<file path="src/rtl/cpu_sequencer.sv">
// cpu_sequencer: multi-cycle fetch/decode/execute controller for the 8-bit CPU
// with its 9-bit instruction word. It fetches over a req/ready handshake,
// steers the register file and ALU, keeps a copy of the ALU flags, and steps
// or branches the PC.
//
// state  | meaning
// -------+----------------------------------------------------------
// IDLE   | parked; leaves for FETCH once run_en is seen
// FETCH  | imem_req high, waiting for imem_ready (bounded wait)
// DECODE | IR decoded, read addresses presented for one cycle
// EXEC   | ALU op: flags captured; BZ: PC stepped or branched
// WB     | one-cycle register-file write of rd, PC stepped
// HALT   | terminal, HALT instruction executed
// FAULT  | terminal, instruction memory never answered
//
// Instruction word: [8:6] opcode, [5:3] rd, [2:0] rs, [5:0] signed imm6.

module cpu_sequencer #(
    parameter logic [7:0] RESET_PC      = 8'h00,
    parameter int         FETCH_TIMEOUT = 15
) (
    input  logic       clk,
    input  logic       reset,
    input  logic       run_en,
    output logic       imem_req,
    input  logic       imem_ready,
    input  logic [8:0] instr,
    output logic [7:0] pc_out,
    output logic [2:0] rf_raddr_a,
    output logic [2:0] rf_raddr_b,
    output logic       rf_we,
    output logic [2:0] rf_waddr,
    output logic [2:0] alu_op,
    input  logic [3:0] flags_in,
    output logic [3:0] flags_q,
    output logic       halted,
    output logic       fault,
    output logic [2:0] state_out
);

    typedef enum logic [2:0] {
        S_IDLE   = 3'd0,
        S_FETCH  = 3'd1,
        S_DECODE = 3'd2,
        S_EXEC   = 3'd3,
        S_WB     = 3'd4,
        S_HALT   = 3'd5,
        S_FAULT  = 3'd6
    } state_t;

    localparam logic [2:0] OP_BZ  = 3'b110;
    localparam logic [2:0] OP_SYS = 3'b111;

    // Terminal count for the fetch wait; legal values are 1..255.
    localparam logic [7:0] FETCH_TC = 8'(FETCH_TIMEOUT);

    // Flag bit positions inside {C,Z,N,V}.
    localparam int FLAG_Z = 2;

    state_t     state_q;
    state_t     state_d;
    logic [7:0] pc_q;
    logic [7:0] pc_d;
    logic [8:0] ir_q;
    logic [8:0] ir_d;
    logic [3:0] flags_d;
    logic [7:0] wait_cnt_q;
    logic [7:0] wait_cnt_d;

    logic [2:0] ir_op;
    logic [2:0] ir_rd;
    logic [2:0] ir_rs;
    logic [7:0] ir_imm_sext;
    logic [7:0] pc_inc;
    logic [7:0] wait_cnt_inc;

    assign ir_op        = ir_q[8:6];
    assign ir_rd        = ir_q[5:3];
    assign ir_rs        = ir_q[2:0];
    assign ir_imm_sext  = {{2{ir_q[5]}}, ir_q[5:0]};
    assign pc_inc       = pc_q + 8'd1;
    assign wait_cnt_inc = wait_cnt_q + 8'd1;

    // State register plus the PC, IR, flag copy and fetch-wait counter.
    always_ff @(posedge clk or negedge reset) begin
        if (!reset) begin
            state_q    <= S_IDLE;
            pc_q       <= RESET_PC;
            ir_q       <= 9'd0;
            flags_q    <= 4'd0;
            wait_cnt_q <= 8'd0;
        end else begin
            state_q    <= state_d;
            pc_q       <= pc_d;
            ir_q       <= ir_d;
            flags_q    <= flags_d;
            wait_cnt_q <= wait_cnt_d;
        end
    end

    // Next-state and next-datapath decisions.
    always_comb begin
        state_d    = state_q;
        pc_d       = pc_q;
        ir_d       = ir_q;
        flags_d    = flags_q;
        wait_cnt_d = wait_cnt_q;

        case (state_q)
            S_IDLE: begin
                wait_cnt_d = 8'd0;
                if (run_en) begin
                    state_d = S_FETCH;
                end
            end

            S_FETCH: begin
                if (imem_ready) begin
                    ir_d       = instr;
                    wait_cnt_d = 8'd0;
                    state_d    = S_DECODE;
                end else begin
                    wait_cnt_d = wait_cnt_inc;
                    if (wait_cnt_inc == FETCH_TC) begin
                        state_d = S_FAULT;
                    end
                end
            end

            S_DECODE: begin
                if (ir_op == OP_SYS) begin
                    if (ir_q[0]) begin
                        state_d = S_HALT;
                    end else begin
                        // NOP retires here without touching the datapath.
                        pc_d    = pc_inc;
                        state_d = S_FETCH;
                    end
                end else begin
                    state_d = S_EXEC;
                end
            end

            S_EXEC: begin
                if (ir_op == OP_BZ) begin
                    // Branch uses the flags from the previous ALU op, not flags_in.
                    if (flags_q[FLAG_Z]) begin
                        pc_d = pc_q + ir_imm_sext;
                    end else begin
                        pc_d = pc_inc;
                    end
                    state_d = S_FETCH;
                end else begin
                    flags_d = flags_in;
                    state_d = S_WB;
                end
            end

            S_WB: begin
                pc_d    = pc_inc;
                state_d = run_en ? S_FETCH : S_IDLE;
            end

            S_HALT: begin
                state_d = S_HALT;
            end

            S_FAULT: begin
                state_d = S_FAULT;
            end

            default: begin
                state_d = S_IDLE;
            end
        endcase
    end

    // Outputs decoded from registered state and IR only.
    always_comb begin
        imem_req   = 1'b0;
        rf_raddr_a = 3'd0;
        rf_raddr_b = 3'd0;
        rf_we      = 1'b0;
        rf_waddr   = 3'd0;
        alu_op     = 3'd0;
        halted     = 1'b0;
        fault      = 1'b0;

        case (state_q)
            S_FETCH: begin
                imem_req = 1'b1;
            end

            S_DECODE: begin
                rf_raddr_a = ir_rd;
                rf_raddr_b = ir_rs;
            end

            S_EXEC: begin
                if (ir_op != OP_BZ) begin
                    rf_raddr_a = ir_rd;
                    rf_raddr_b = ir_rs;
                    alu_op     = ir_op;
                end
            end

            S_WB: begin
                rf_we    = 1'b1;
                rf_waddr = ir_rd;
            end

            S_HALT: begin
                halted = 1'b1;
            end

            S_FAULT: begin
                fault = 1'b1;
            end

            default: begin
                imem_req = 1'b0;
            end
        endcase
    end

    assign pc_out    = pc_q;
    assign state_out = state_q;

endmodule

</file>
<file path="config.mk">
export PLATFORM = sky130hd
export DESIGN_NAME = cpu_sequencer
export DESIGN_NICKNAME = d
export VERILOG_FILES = /design/src/rtl/cpu_sequencer.sv
export SDC_FILE = /design/constraint.sdc
export NUM_CORES = 1
export LEC_CHECK = 0
export BUFFER_PORTS_ARGS = -buffer_cell sky130_fd_sc_hd__buf_2
export CAP_MARGIN = 10
export CORE_UTILIZATION = 49
export CTS_CLUSTER_SIZE = 20
export DETAILED_ROUTE_END_ITERATION = 16
export PLACE_DENSITY = 0.88
export SLEW_MARGIN = 20
export SYNTH_ARGS = -nofsm -noshare
export SYNTH_HDL_FRONTEND = slang
export SYNTH_SLANG_ARGS = --single-unit
</file>
<file path="constraint.sdc">
create_clock -name clk -period 1.7 [get_ports clk]
set_clock_uncertainty 0.05 [all_clocks]
set_input_delay 0.255 -clock clk [delete_from_list [all_inputs] [get_ports clk]]
set_output_delay 0.255 -clock clk [all_outputs]
set_load 0.01 [all_outputs]
</file>
==> out/metrics.cfg, run 1 <==
[outcome]
status = complete, but fails checks
failed_checks = negative setup slack

[critical_path]
cp.arrival_ns = 2.23
required_ns = 1.84
critical_path.top_delay_family = compound AO/OA/AOI/OAI gates
cpPeakStageDelay_ns = 0.41
crit_cells = 6
reg2reg_from = pc_out[6]
crit_chain = ha_1 -> a21oi_1 -> and3_1 -> mux2i_1 -> a2111o_1 -> o211ai_1
crit_slowest_cell = dfrtp_1
critical_path.max_fanout = 4
startpoint = pc_out[6]
start_kind = flip-flop
reg2reg_depth = 6
crit_end = pc_out[7]
crit_type = flip-flop to flip-flop
reg2reg_to = pc_out[7]
crit_buf_inv = 0
worstSetupEndpointType = flip-flop
r2r_slack_ns = -0.38

[route]
drc = 0
vias_per_cell = 6.671
dr_total_vias = 2735
drt_iter0_markers = 442
antenna_left = 0
wire_per_inst_um = 22.64
dr.pass1.iters = 7
drt-total-wl_mm = 9.284

[yosys]
netlist-cell-type-count = 51
netlist_top_cells_area = dfrtp_1, a21oi_1, ha_1
ys_ff_latch = 32
dominantRegCellSynth = dfrtp_1
synth_warnings = 0
async_reset_ff_share_pct = 100.0
yosysSeqAreaShare_pct = 37.12
syn-num-nets = 275
yosysTopAreaCell = dfrtp_1
synth.avg_cell_area_um2 = 8.733
synth-edff-count = 0
synth_area_mm2 = 0.002157
syn_inst = 247
netlist.area_leader.share_pct = 37.12

[finish]
drive_gt1_share_pct = 47.91
area_delta_synth_final_pct = 54.99
final_nets = 386
fin_util_pct = 81.24

[global_routing]
grt_max_degree = 19
grt.met1_usage_pct = 30.04
grtUsageMet2_pct = 51.84
overflow = 0
grtUsageMet3_pct = 8.000
track_usage_pct = 28.58
grt_pass1_vias = 2120
grt_pass1_wl_mm = 9.701
top_usage_layer = met2
antenna_found_initial = 1

[power_and_ir_drop]
p_leak_nw = 1.629
ir_drop_mv = 1.091
p_per_area_mw_per_mm2 = 2009

[sta]
fmax_mhz = 480.5
post-route-period-util_pct = 122.4
min_period_ns = 2.081
slew-limit-headroom_pct = 67.61
setup_violations = 32
whs_ns = 0.1471
final-hold-violation-count = 0
rsz0062_at_grt = yes
final-max-slew-violation-count = 0
setup_slack_ns = -0.3813
tightest_slew_ns = 0.4798

[placement]
port_buffers = 47
dp_hpwl_mm = 4.165
gp_congestion = 0.8753
dp_slack_ns = -0.1721

[floorplan]
initial_core_util_pct = 52.42
die_w_um = 68.35
pin_count = 48
die-area_mm2 = 0.004672
core_mm2 = 0.004115
num_rows = 23
die_h_um = 68.35

[clock_tree]
tritoncts = done
htreeDepth = 2
cts.clk_slew.worst_paths_ns = 0.08
clock-sinks = 32
insertion_delay_ns = 0.29
cts_buffers = 5
cts_root_buffer = clkbuf_8
clk_path_buf_depth = 2

[job]
maxCapViolations = 0

[worst_hold_path]
hp-class = primary input to flip-flop

==> cells by family (layout without fill, tap and decap cells) <==
logic type | count (synthesis) | after routing | share of synthesized area [%]
other | 0 | 1 | 0
adders and majority gates | 11 | 11 | 6.729
xor gates and xnor gates | 4 | 4 | 1.624
buffers and inverters | 17 | 128 | 3.770
muxes | 13 | 13 | 6.613
and+or+nand+nor | 99 | 100 | 24.31
AOI/OAI and AO/OA | 71 | 71 | 19.84
DFF | 32 | 32 | 37.12
==> per-layer routing <==
metal | vias up | wire length, um
met5 | - | 0
li1 | 1111 | -
met2 | 242 | 4242
met4 | 0 | 752
met1 | 1285 | 3388
met3 | 97 | 900
==> cell usage after synthesis, types with 4 or more instances <==
library cell	n
dfrtp_1	32
a21oi_1	25
nand2_1	25
o21ai_0	23
nor2_1	19
and2_1	12
ha_1	10
inv_1	10
mux2_2	10
nand3_1	7
and3_1	6
o211ai_1	4
==> power by group <==
group	total (mW)	internal, mW	switching, mW
combinational	4.62	2.27	2.35
sequential	1.42	1.06	0.356
clock	0.684	0.370	0.313
total	6.72	3.70	3.02
==> timing repair <==
action / 4_1_cts / 5_1_grt
gates resized for setup: 29 / 54
hold buffers: 1 / 0
endpoints found under the hold margin: 17 / 0
cloned: 0 / 2
endpoints found under the setup margin: 20 / 33
buffers inserted: 6 / 19
pin swaps: 12 / 13
==> worst reg2reg max path: cells and delay by family, from the launching register on <==
kind            cells  cell delay [ns]
simple gates        1             0.23
compound gates      3             0.79
mux                 1             0.14
flops               1             0.41
fa+ha+maj           1             0.36
==> state kept, by name, indices dropped and copies added (netlist names) <==
name and cells:
flags_q 4, wait_cnt_q 8, ir_q 9, pc_out 8, state_out 3
==> cell usage in the layout, fill, tap and decap left out, drive strengths merged, types with 2 or more instances in the layout <==
master,instances
nand2b,3
or2,3
o21ai,23
and3,6
and3b,4
buf,109
nand3,7
a31oi,2
o211ai,4
and2,13
a41oi,2
dfrtp,32
mux2,10
ha,10
mux2i,3
a21oi,25
xnor2,2
nand2,26
xor2,2
or3,3
nor2,19
a211oi,3
nor3,3
inv,10
nand4,3
a21o,2
clkbuf,8
nor2b,3
==> layout make-up <==
type                       instances  area [um^2]
multi-input combinational        199         1509
clock buffer                       8        100.1
tap                               50        62.56
inverter                          10        40.04
timing repair buffer             110        822.0
fill                             205        772.0
sequential                        32        807.0
antenna                            1        2.502
==> metrics by stage <==
| step | TNS [ns] | cells | cell area, um^2 | power, mW |
|---|---|---|---|---|
| after floorplan | -0.2054 | 247 | 2195 | 3.228 |
| after detailed placement | -0.6499 | 374 | 2739 | 4.502 |
| after global routing | -4.516 | 410 | 3343 | 7.019 |
| final | -2.700 | 410 | 3343 | 6.716 |
| after global placement | -0.2533 | 374 | 2739 | 4.385 |
| after CTS | -0.3384 | 389 | 3002 | 5.570 |
==> worst min path at each step <==
stage | from | end | depth (start not counted)
final | flags_in[3] | flags_q[3] | 2
after global routing | instr[7] | ir_q[7] | 3
after CTS | instr[7] | ir_q[7] | 3
after global placement | reset | pc_out[4] | 1
after floorplan | reset | flags_q[0] | 0
after detailed placement | reset | pc_out[4] | 1
No activity file was read; power rests on OpenSTA's default activity.
==> run 2, diff against run 1 <==
--- a/config.mk
+++ b/config.mk
@@ -10,7 +10,7 @@
 export CORE_UTILIZATION = 49
 export CTS_CLUSTER_SIZE = 20
 export DETAILED_ROUTE_END_ITERATION = 16
-export PLACE_DENSITY = 0.88
+export PLACE_DENSITY_LB_ADDON = 0.2
 export SLEW_MARGIN = 20
 export SYNTH_ARGS = -nofsm -noshare
 export SYNTH_HDL_FRONTEND = slang
==> run 2 against run 1 <==
Against the previous run:
- the run still ends with negative setup slack left
- via count is 11% lower
- clock power is 7.2% lower
- global-route usage is 0.36 points lower
- final cell count is 0.98% lower
- cell area is 0.67% lower
- power is 3.5% lower
- critical path depth is 1 higher
- wire length is 21% lower
- hold slack worse by 0.030 ns
- die area stayed put
- sequential share of layout area is 0.24 points higher
==> out/metrics.cfg, run 2 (synthesized netlist as in run 1, its figures left out) <==
[critical_path]
critical_path.max_fanout = 3
start_kind = flip-flop
cp.arrival_ns = 2.13
required_ns = 1.88
r2r_slack_ns = -0.25
crit_type = flip-flop to flip-flop
reg2reg_to = pc_out[6]
reg2reg_depth = 7
worstSetupEndpointType = flip-flop
reg2reg_from = ir_q[1]

[sta]
setup_slack_ns = -0.2529
tightest_slew_ns = 0.4161
final-max-slew-violation-count = 0
tns_ns = -1.383
fmax_mhz = 512.1
final-hold-violation-count = 0
slew-limit-headroom_pct = 71.91
rsz0062_at_grt = yes
post-route-period-util_pct = 114.9
whs_ns = 0.1174
min_period_ns = 1.953
setup_violations = 17

[power_and_ir_drop]
switching_share_pct = 42.47
p_leak_nw = 1.578
p_per_area_mw_per_mm2 = 1952
p_clk_share_pct = 9.8
p_comb_share_pct = 68.5
ir_drop_mv = 1.321
switchingPower_mw = 2.753
seqPwrFrac_pct = 21.7
internal_power_mw = 3.729

[finish]
mostFrequentLayoutCell = buf_4
largest_reg_flops = 9
final_cell_mix = buf_4, buf_2, dfrtp_1, nand2_1, a21oi_1
layout.cells.non_filler = 406
final_nets = 383
fin_util_pct = 80.69
diodes = 0
area_delta_synth_final_pct = 53.94
regMostFlops = ir_q
drive_gt1_share_pct = 50.00

[placement]
dp_slack_ns = -0.1530
gp_congestion = 0.8564
post-place-cells = 379
dp_hpwl_mm = 4.106
port_buffers = 47

[route]
drt_iter0_markers = 177
dr.pass1.iters = 4
drc = 0
antenna_left = 0
dr_total_vias = 2429
wire_per_inst_um = 18.09
drt-total-wl_mm = 7.345
vias_per_cell = 5.983

[floorplan]
die_w_um = 68.35
die-area_mm2 = 0.004672
pin_count = 48
core_mm2 = 0.004115
initial_core_util_pct = 52.42
num_rows = 23
die_h_um = 68.35

[global_routing]
track_usage_pct = 28.22
grt_pass1_wl_mm = 9.466
antenna_found_initial = 0
grt_max_degree = 16
grt_pass1_vias = 2031
overflow = 0

[clock_tree]
cts_buffers = 5
tritoncts = done
clock-sinks = 32
cts.clk_slew.worst_paths_ns = 0.08
htreeDepth = 2
clk_path_buf_depth = 2
cts_root_buffer = clkbuf_8
insertion_delay_ns = 0.29

[worst_hold_path]
hold-path-endpoint = ir_q[7]
min_path_cells = 3
hp-class = primary input to flip-flop
holdCritStartpoint = instr[7]

[outcome]
failed_checks = negative setup slack
status = complete, but fails checks

[job]
maxCapViolations = 0

run 2: cell count changes in the layout (fill, tap and decap cells not counted), sizes merged:
cell   before  now
diode       1    0
nand2      26   25
buf       109  107
run 2: worst max path at each step:
stage / cells after the start / to / startpoint
floorplan: 8 / pc_out[6] / pc_out[0]
global placement: 8 / pc_out[6] / ir_q[0]
detailed placement: 8 / pc_out[6] / ir_q[0]
CTS: 4 / rf_waddr[0] / state_out[0]
global route: 7 / pc_out[6] / ir_q[1]
finish: 7 / pc_out[6] / ir_q[1]
run 2: cell type report:
type / instances / area, um^2
multi-input combinational: 198 / 1519
sequential: 32 / 809.5
timing repair buffer: 108 / 802.0
fill: 248 / 794.5
clock buffer: 8 / 90.09
tap: 50 / 62.56
inverter: 10 / 37.54
run 2: metal layers:
metal  part of all wire [%]  wire length (um)  GRT usage [%]  up-vias
met5                      0                 0              0        -
met4                    2.7               201          10.42        0
met3                    6.8               497          7.000       22
met2                     49              3577          44.61      115
met1                     42              3068          37.01     1186
li1                       -                 -              -     1106
run 2: power groups by stage:
stage	Clock, mW	Combinational (mW)	Sequential [mW]
global placement	0	3.12	1.33
CTS	0.640	3.58	1.34
floorplan	0	1.80	1.43
global route	0.678	4.75	1.43
detailed placement	0	3.19	1.35
finish	0.635	4.44	1.41
run 2: timing repair:
action / 4_1_cts / 5_1_grt
hold buffers: 1 / 0
endpoints found under the setup margin: 20 / 34
endpoints found under the hold margin: 13 / 0
pin swaps: 11 / 27
cloned: 0 / 0
buffers inserted: 7 / 11
gates resized for setup: 27 / 50
run 2: worst max-delay path, cell delays in order, from the launching register on:
cell	delay, ns
dfrtp_1	0.45
inv_1	0.12
fa_2	0.39
nor2b_2	0.16
o31a_1	0.24
nor4_1	0.08
a311o_1	0.29
a21oi_2	0.11
run 2: through the flow:
step | total power, mW | instance area, um^2
2_1_floorplan | 3.228 | 2195
6_report | 6.482 | 3321
3_3_place_gp | 4.451 | 2776
3_5_place_dp | 4.541 | 2776
5_1_grt | 6.860 | 3321
4_1_cts | 5.558 | 3032
